### src/rtl/gtplink_n.sv
// gtplink_n: multi-lane 16-bit transceiver link front end.
// Per lane: byte-alignment to the K28.5 comma, a DOWN/SYNC/UP link
// state machine with windowed error tolerance, a saturating error
// counter and an idle-inserting TX register.

module gtplink_lane #(
   parameter logic [7:0] COMMA     = 8'hBC,
   parameter logic [7:0] IDLE_HI   = 8'h50,
   parameter int         UP_COUNT  = 16,
   parameter int         ERR_LIMIT = 4,
   parameter int         WINDOW    = 256
) (
   input  logic        clk,
   input  logic        rst_n,
   input  logic        err_clr_i,
   input  logic [15:0] rx_data_i,
   input  logic [1:0]  rx_k_i,
   input  logic [1:0]  rx_e_i,
   input  logic [15:0] tx_data_i,
   input  logic        tx_valid_i,
   output logic [15:0] data_o,
   output logic        k_o,
   output logic        valid_o,
   output logic        up_o,
   output logic        is_up_o,
   output logic [15:0] err_cnt_o,
   output logic [15:0] tx_data_o,
   output logic [1:0]  tx_k_o
);
   localparam logic [1:0] ST_DOWN = 2'd0;
   localparam logic [1:0] ST_SYNC = 2'd1;
   localparam logic [1:0] ST_UP   = 2'd2;
   localparam int WW = $clog2(WINDOW);
   localparam logic [WW-1:0] WIN_ONE = WW'(1);
   localparam logic [7:0] UPC = 8'(UP_COUNT);
   localparam logic [7:0] ERL = 8'(ERR_LIMIT);

   logic [1:0]    state_q, state_d;
   logic [7:0]    cnt_q, cnt_d;
   logic [WW-1:0] win_q, win_d;
   logic [7:0]    werr_q, werr_d;
   logic          swap_q, swap_d;
   logic [7:0]    prev_d_q;
   logic          prev_k_q, prev_e_q;
   logic [15:0]   data_q, errc_q, txd_q;
   logic          k_q, valid_q, up_q;
   logic [1:0]    txk_q;

   logic [15:0] al_d;
   logic [1:0]  al_k, al_e;
   logic        raw_lo_comma, raw_hi_comma, al_lo_comma, al_hi_comma, al_err;

   // Realign the word (and its K/error flags) using the held upper byte
   always_comb begin
      raw_lo_comma = rx_k_i[0] && (rx_data_i[7:0]  == COMMA);
      raw_hi_comma = rx_k_i[1] && (rx_data_i[15:8] == COMMA);
      al_d = swap_q ? {rx_data_i[7:0], prev_d_q} : rx_data_i;
      al_k = swap_q ? {rx_k_i[0], prev_k_q}      : rx_k_i;
      al_e = swap_q ? {rx_e_i[0], prev_e_q}      : rx_e_i;
      al_lo_comma = al_k[0] && (al_d[7:0]  == COMMA);
      al_hi_comma = al_k[1] && (al_d[15:8] == COMMA);
      // Once up, a comma in the upper byte means alignment was lost
      al_err = (|al_e) || ((state_q == ST_UP) && al_hi_comma);
   end

   // Link state machine, swap tracking and error-window bookkeeping
   always_comb begin
      state_d = state_q;
      cnt_d   = cnt_q;
      swap_d  = swap_q;
      win_d   = '0;
      werr_d  = '0;
      // Alignment may only move while the link is not yet up
      if (state_q != ST_UP) begin
         if (raw_lo_comma)      swap_d = 1'b0;
         else if (raw_hi_comma) swap_d = 1'b1;
      end
      case (state_q)
         ST_DOWN: begin
            cnt_d = '0;
            if (al_lo_comma) begin
               state_d = ST_SYNC;
               cnt_d   = 8'd1;
            end
         end
         ST_SYNC: begin
            if (al_err) begin
               state_d = ST_DOWN;
               cnt_d   = '0;
            end else if (al_lo_comma) begin
               cnt_d = cnt_q + 8'd1;
               if (cnt_d == UPC) state_d = ST_UP;
            end
         end
         ST_UP: begin
            win_d = win_q + WIN_ONE;
            // An error on the wrap cycle is the first of the new window
            werr_d = ((&win_q) ? 8'd0 : werr_q) + {7'd0, al_err};
            if (werr_d == ERL) begin
               state_d = ST_DOWN;
               cnt_d   = '0;
            end
         end
         default: begin
            state_d = ST_DOWN;
            cnt_d   = '0;
         end
      endcase
   end

   // State, pipeline outputs, error counter and TX register
   always_ff @(posedge clk) begin
      if (!rst_n) begin
         state_q  <= ST_DOWN;
         cnt_q    <= '0;
         win_q    <= '0;
         werr_q   <= '0;
         swap_q   <= 1'b0;
         prev_d_q <= '0;
         prev_k_q <= 1'b0;
         prev_e_q <= 1'b0;
         data_q   <= '0;
         k_q      <= 1'b0;
         valid_q  <= 1'b0;
         up_q     <= 1'b0;
         errc_q   <= '0;
         txd_q    <= {IDLE_HI, COMMA};
         txk_q    <= 2'b01;
      end else begin
         state_q  <= state_d;
         cnt_q    <= cnt_d;
         win_q    <= win_d;
         werr_q   <= werr_d;
         swap_q   <= swap_d;
         prev_d_q <= rx_data_i[15:8];
         prev_k_q <= rx_k_i[1];
         prev_e_q <= rx_e_i[1];
         data_q   <= al_d;
         k_q      <= |al_k;
         valid_q  <= (state_q == ST_UP) && !(|al_k);
         up_q     <= (state_q == ST_UP);
         if (err_clr_i)                errc_q <= '0;
         else if (al_err && !(&errc_q)) errc_q <= errc_q + 16'd1;
         txd_q <= tx_valid_i ? tx_data_i : {IDLE_HI, COMMA};
         txk_q <= tx_valid_i ? 2'b00 : 2'b01;
      end
   end

   assign data_o    = data_q;
   assign k_o       = k_q;
   assign valid_o   = valid_q;
   assign up_o      = up_q;
   assign is_up_o   = (state_q == ST_UP);
   assign err_cnt_o = errc_q;
   assign tx_data_o = txd_q;
   assign tx_k_o    = txk_q;
endmodule

module gtplink_n #(
   parameter int         NLANES    = 4,
   parameter logic [7:0] COMMA     = 8'hBC,
   parameter logic [7:0] IDLE_HI   = 8'h50,
   parameter int         UP_COUNT  = 16,
   parameter int         ERR_LIMIT = 4,
   parameter int         WINDOW    = 256
) (
   input  logic                   clk,
   input  logic                   rst_n,
   input  logic [16*NLANES-1:0]   rx_data,
   input  logic [2*NLANES-1:0]    rx_charisk,
   input  logic [2*NLANES-1:0]    rx_err,
   output logic [16*NLANES-1:0]   data_o,
   output logic [NLANES-1:0]      charisk_o,
   output logic [NLANES-1:0]      valid_o,
   output logic [NLANES-1:0]      lane_up,
   output logic                   all_up,
   output logic [16*NLANES-1:0]   err_cnt,
   input  logic                   err_clr,
   input  logic [16*NLANES-1:0]   tx_data_i,
   input  logic [NLANES-1:0]      tx_valid_i,
   output logic [16*NLANES-1:0]   tx_data,
   output logic [2*NLANES-1:0]    tx_charisk
);
   logic [NLANES-1:0] is_up;
   logic              all_up_q;

   for (genvar i = 0; i < NLANES; i++) begin : g_lane
      gtplink_lane #(
         .COMMA(COMMA), .IDLE_HI(IDLE_HI), .UP_COUNT(UP_COUNT),
         .ERR_LIMIT(ERR_LIMIT), .WINDOW(WINDOW)
      ) u_lane (
         .clk        (clk),
         .rst_n      (rst_n),
         .err_clr_i  (err_clr),
         .rx_data_i  (rx_data[16*i +: 16]),
         .rx_k_i     (rx_charisk[2*i +: 2]),
         .rx_e_i     (rx_err[2*i +: 2]),
         .tx_data_i  (tx_data_i[16*i +: 16]),
         .tx_valid_i (tx_valid_i[i]),
         .data_o     (data_o[16*i +: 16]),
         .k_o        (charisk_o[i]),
         .valid_o    (valid_o[i]),
         .up_o       (lane_up[i]),
         .is_up_o    (is_up[i]),
         .err_cnt_o  (err_cnt[16*i +: 16]),
         .tx_data_o  (tx_data[16*i +: 16]),
         .tx_k_o     (tx_charisk[2*i +: 2])
      );
   end

   // all_up registered from the same state as lane_up so both move together
   always_ff @(posedge clk) begin
      if (!rst_n) all_up_q <= 1'b0;
      else        all_up_q <= &is_up;
   end

   assign all_up = all_up_q;
endmodule

### config.mk
export PLATFORM = sky130hd
export DESIGN_NAME = gtplink_n
export DESIGN_NICKNAME = d
export VERILOG_FILES = /design/src/rtl/gtplink_n.sv
export SDC_FILE = /design/constraint.sdc
export NUM_CORES = 1
export LEC_CHECK = 0
export ABC_AREA = 1
export BUFFER_PORTS_ARGS = -buffer_cell sky130_fd_sc_hd__buf_2
export CELL_PAD_IN_SITES_DETAIL_PLACEMENT = 2
export CELL_PAD_IN_SITES_GLOBAL_PLACEMENT = 2
export CORE_MARGIN = 1
export CORE_UTILIZATION = 30
export DETAILED_ROUTE_END_ITERATION = 12
export PLACE_DENSITY = 0.87
export SYNTH_ARGS = -nofsm -noshare
export SYNTH_HDL_FRONTEND = slang
export SYNTH_HIERARCHICAL = 1
export SYNTH_SLANG_ARGS = --single-unit
### constraint.sdc
create_clock -name clk -period 3.7 [get_ports clk]
set_input_delay 0.74 -clock clk [delete_from_list [all_inputs] [get_ports clk]]
set_output_delay 0.74 -clock clk [all_outputs]
set_load 0.005 [all_outputs]
---- Word-level counts from Yosys, hierarchy flattened ----
Cells that the tools add are included.
storage, ports and cells
  register bits after elaboration ......... 361
  input port bits ......................... 151
  logic and storage cells ................. 288
operators by class
  $add $sub $neg .......................... 16
  equality and inequality tests ........... 52
  muxes and demuxes ....................... 72
  bitwise logic cells ..................... 1
  reductions and logical operators ........ 86
operator list
  kind                     number
  $eq A8 B8 Y1 const B     16
  $mux W8                  16
  $pmux W8 S3              4
  $add A16 B1 Y16 const B  4
  $add A8 B1 Y8 const B    8
  $mux W16                 4
  $reduce_and A16 Y1       4
  $mux W2                  28
  $add A8 B1 Y8            4
  $eq A8 B3 Y1 const B     4
  $eq A8 B5 Y1 const B     4
  $reduce_and A2 Y1        16
  $reduce_and A8 Y1        4
  $logic_and A1 B1 Y1      28
  $ne A3 B1 Y1 const B     8
  $pmux W2 S3              4
  $reduce_and A4 Y1        5
  $reduce_or A2 Y1         9
  $mux W1                  16
  $ne A2 B2 Y1 const B     8
  $eq A2 B1 Y1 const B     4
  $eq A2 B2 Y1 const B     4
  $logic_not A1 Y1         8
  $logic_not A2 Y1         4
  other kinds (4)          13

---- Longest topological paths before layout ----
  word-level depth ........................ 9
  gate-level depth with buffers ........... 24
  mapped depth without buffers ............ 24

---- By module ----
The synthesis kept the hierarchy.
modules (own cells, without submodules)
  module                            instances  cells an instance  area an instance (µm²)
  gtplink_lane at g_lane[2].u_lane  1          544                4066.4
  gtplink_lane at g_lane[3].u_lane  1          539                3990.1
  gtplink_lane at g_lane[1].u_lane  1          537                3970.1
  gtplink_lane at g_lane[0].u_lane  1          523                3901.2
  gtplink_n                         1          4                  32.5

---- Worst setup path before layout ----
OpenSTA, ideal clock, no wires.
  path kind ............................... input -> register
  start point ............................. input port rx_data[41]
  end point ............................... register g_lane[2].u_lane.cnt_q[7]
  setup time .............................. 128 ps
  arrival time ............................ 2751 ps
  data required time ...................... 3572 ps
  path slack .............................. 821 ps
  cell stages on the path ................. 21
  cell sequence ........................... or2_1 > o21ai_2 > nand2_1 > nor4_1 > and2_1 > nand2_2 > nand2_4 > ha_1 > nand3_1 > nor2_1 > nand2_1 > nand2_1 > nand2_1 > nor2_1 > nand3_1 > nand2_2 > nand2_4 > inv_2 > nand2_1 > nand2_1 > nor2_1
on the way
  longest elaborated chain between the ends .. 9
ends and longest elaborated chain
  item                                RTL line  source
  start, declared                     169       input logic [16*NLANES-1:0] rx_data,
  $mux W16 *                          57        al_d = swap_q ? {rx_data_i[7:0], prev_d_q} : rx_data_i;
  $eq A8 B8 Y1 *                      61        al_hi_comma = al_k[1] && (al_d[15:8] == COMMA);
  $logic_and A1 B1 Y1 *               61
  $logic_and A1 B1 Y1 *               63        al_err = (|al_e) || ((state_q == ST_UP) && al_hi_comma);
  $logic_or A1 B1 Y1 *                63
  $add A8 B1 Y8                       98        werr_d = ((&win_q) ? 8'd0 : werr_q) + {7'd0, al_err};
  $eq A8 B3 Y1                        99        if (werr_d == ERL) begin
  $ne A2 B2 Y1 (no source line)       --
  $reduce_and A2 Y1 (no source line)  --
  end signal, assigned                131       cnt_q <= cnt_d;
  end, declared                       39        logic [7:0] cnt_q, cnt_d;
Every way passes the cells marked *; elsewhere a longest branch is shown, timed or not.
A chain may end at the register's enable or synchronous reset.

---- Final worst setup path ----
  start point ............................. register g_lane[2].u_lane.swap_q
  end point ............................... register g_lane[2].u_lane.cnt_q[3]
on the way
  longest elaborated chain between the ends .. 9
ends and longest elaborated chain
  item                                RTL line  source
  start, declared                     42        logic swap_q, swap_d;
  start signal, assigned              134       swap_q <= swap_d;
  $mux W16                            57
  $eq A8 B8 Y1                        61
  $logic_and A1 B1 Y1                 61
  $logic_and A1 B1 Y1                 63
  $logic_or A1 B1 Y1                  63
  $add A8 B1 Y8                       98
  $eq A8 B3 Y1                        99
  $ne A2 B2 Y1 (no source line)       --
  $reduce_and A2 Y1 (no source line)  --
Parallel ways exist; a longest one is shown, timed or not.

==> impl_metrics.toml <==
[global_route]
grt_overflow = 0
grt_pass1_vias = 16920
gr-usage-all-layers_pct = 20.73
antenna_found_initial = 12
grt_pass1_wl_mm = 89.84
grt_max_degree = 41

[worst_setup_path]
cp.required_ns = 4.11
endpoint_kind = "flop"
start_kind = "flop"
worstPathArrival_ns = 3.79
crit_path_max_fanout = 20
reg2reg_from = "g_lane[2].u_lane/swap_q"
crit_path_start = "g_lane[2].u_lane/swap_q"
worstSetupPathType = "reg -> reg"

[synth]
avgSynthCellArea_um2 = 7.434
synth_seq_area_share_pct = 44.78
yosys.cell_types.count = 61
asyncSetResetFlopFracSynth_pct = 0
syn-num-nets = 2318
yosysTopAreaCell = "dfxtp_1"
ys.flop_type = "dfxtp_1"
yosys-top-cells-area = "dfxtp_1 (45%), nand2_1 (11%), nor2_1 (7.9%)"
netlist_instances = 2147
syn-cell-area_mm2 = 0.01596
yosys.area.top_type_share_pct = 44.78
yosysWarningCount = 6
synth-seq-cells = 357
synth-edff-count = 0

[clock_tree]
cts_tree = "yes"
numClockSinks = 357
cts_setup_buffers = 0
cts-root-buf = "clkbuf_16"
clk_path_buf_depth = 3
clk_pin_slew_worst_paths_ns = 0.06
insertion_delay_ns = 0.57
htreeDepth = 2
cts_buffers = 44

[route]
post-route-drc-count = 0
drt-total-wl_mm = 57.21
ant_nets = 0
drt_pass1_iterations = 4
vias = 15370
drt_iter0_markers = 439
wl_per_cell_um = 17.72
vias_per_cell = 4.760

[die]
io_pins = 364
start_util_pct = 30.37
core_area_mm2 = 0.05255
dieWidth_um = 232.7
die_h_um = 232.7
rows = 84
die_area_mm2 = 0.05413

[place]
dp_cells = 3147
place.gp.congestion = 0.8692
pre_cts_ws_ns = 0.03481
hpwl_mm = 42.50
io_buffers = 359

[sta]
finalClockSkew_ns = 0.01815
rsz0062_at_grt = "no"
drv_slew = 0
post-route-period-util_pct = 91.24
period_needed_ns = 3.376
final-setup-viol-count = 0
setup_slack_ns = 0.3243
worstMarginPinSlew_ns = 0.8708
fin_tns_setup_ns = 0
fmax_mhz = 296.2
hold_viol_final = 0
slew_headroom_pct = 41.89

[layout]
layout_common_cells = "nand2_1 (453), buf_2 (358), dfxtp_1 (355)"
area_growth_syn_to_layout_pct = 24.03
layout.nets = 2676
fin_util_pct = 37.67
finalNonFillerCells = 3229
layout_commonest_cell = "nand2_1"
drive_above_1_share_pct = 23.93

[power]
leakagePower_nw = 9.036
seqPwrFrac_pct = 44.5
power.switching_mw = 2.161
power_density_mw_per_mm2 = 454.4
vdd_drop_max_mv = 0.3062
p_int_mw = 6.834
switching_share_pct = 24.03
combPwrFrac_pct = 6.2
clkPwrFrac_pct = 49.4

[worst_hold_path]
worstHoldPathType = "in -> reg"
min_from = "tx_data_i[36]"

[outcome]
outcome = "finished, final reports clean"

[flow_run]
maxCapViolations = 0
worst max-delay path: stages, from the launching register on:
cell,delay [ns]
dfxtp_2,0.37
buf_6,0.17
or2_1,0.24
o21ai_2,0.07
nand2_1,0.07
nor4_1,0.28
and2_1,0.19
nand2_2,0.07
nand2_4,0.09
ha_1,0.20
nand3_1,0.17
nor2_1,0.25
nand2_1,0.08
nand2_1,0.08
nand2_1,0.07
nor2_1,0.12
nand3_1,0.11
nand2_2,0.13
nand2_4,0.11
inv_2,0.13
nand2_1,0.08
nand2_1,0.08
nor2_1,0.05
sequential cells by signal, summed over array words and instances (netlist names), 8 cells and up:
| signal | flops |
|---|---|
| g_lane.u_lane/data_o | 64 |
| g_lane.u_lane/err_cnt_o | 64 |
| g_lane.u_lane/cnt_q | 32 |
| g_lane.u_lane/tx_data_o | 64 |
| g_lane.u_lane/werr_q | 32 |
| g_lane.u_lane/win_q | 32 |
| g_lane.u_lane/state_q | 8 |
| g_lane.u_lane/prev_d_q | 32 |
area by class of cell:
cell class                      count  area (um2)
Sequential cell                   357        7149
Clock inverter                     20       247.7
Fill cell                        6186       32760
Antenna cell                        4       10.01
Multi-Input combinational cell   1429        7264
Inverter                          304        1160
Timing Repair Buffer              369        1878
Clock buffer                       58        1225
Tap cell                          688       860.8
per-layer routing:
layer	wire, um	GRT usage [%]
met5	77	0
met4	1444	6.944
met3	3476	4.902
met2	29900	39.10
met1	22310	22.37
cell families after synthesis:
| family | after synthesis | synth area share (%) |
|---|---|---|
| AND/OR/NAND/NOR | 1090 | 31.03 |
| buffers and inverters | 361 | 9.705 |
| flip-flops | 357 | 44.78 |
| AO/OA/AOI/OAI | 244 | 8.898 |
| XOR/XNOR | 67 | 3.677 |
| adder cells (fa/ha/maj) | 20 | 1.568 |
| other | 4 | 0.09405 |
| multiplexers | 4 | 0.2509 |
Yosys cell counts, drive strengths merged, types with 5 or more instances:
master  count
a21oi     101
buf        39
clkbuf     18
clkinv      5
dfxtp     357
ha         20
inv       299
nand2     497
nand3      90
nand4      33
nor2      345
nor3       47
nor3b      13
nor4       11
o21a       10
o21ai     104
o21bai      9
o31ai       5
or2        48
xnor2      17
xor2       50
power by group through the flow:
stage	sequential [mW]	clock, mW	combinational, mW
after global placement	4.08	0	0.525
after detailed placement	4.08	0	0.554
after CTS	4.00	4.58	0.565
after floorplan	4.08	0	0.261
after global routing	4.01	4.74	0.619
final	4.00	4.44	0.555
worst paths after layout:
| check | endpoint | slack [ns] | depth (start not counted) |
|---|---|---|---|
| setup / recovery | g_lane[2].u_lane/cnt_q[3] | 0.32 | 22 |
| setup reg to reg | g_lane[2].u_lane/cnt_q[3] | 0.32 | 22 |
| hold reg to reg | g_lane[0].u_lane/win_q[0] | 0.45 | 1 |
| hold / removal | g_lane[2].u_lane/tx_data_o[4] | 0.36 | 2 |
per-stage QoR:
stage	hold WS, ns	instance area [um2]	total power, mW
floorplan	0.4175	15960	4.342
global placement	0.4246	18310	4.603
detailed placement	0.4393	18310	4.637
CTS	0.3184	19780	9.149
global route	0.3371	19790	9.365
finish	0.3561	19800	8.995
what timing repair did:
item | CTS | global route
hold endpoints to repair | 0 | 0
endpoints found under the setup margin | 0 | 10
gates resized for setup | 0 | 3
hold buffers | 0 | 0
(Power assumes the default switching activity.)
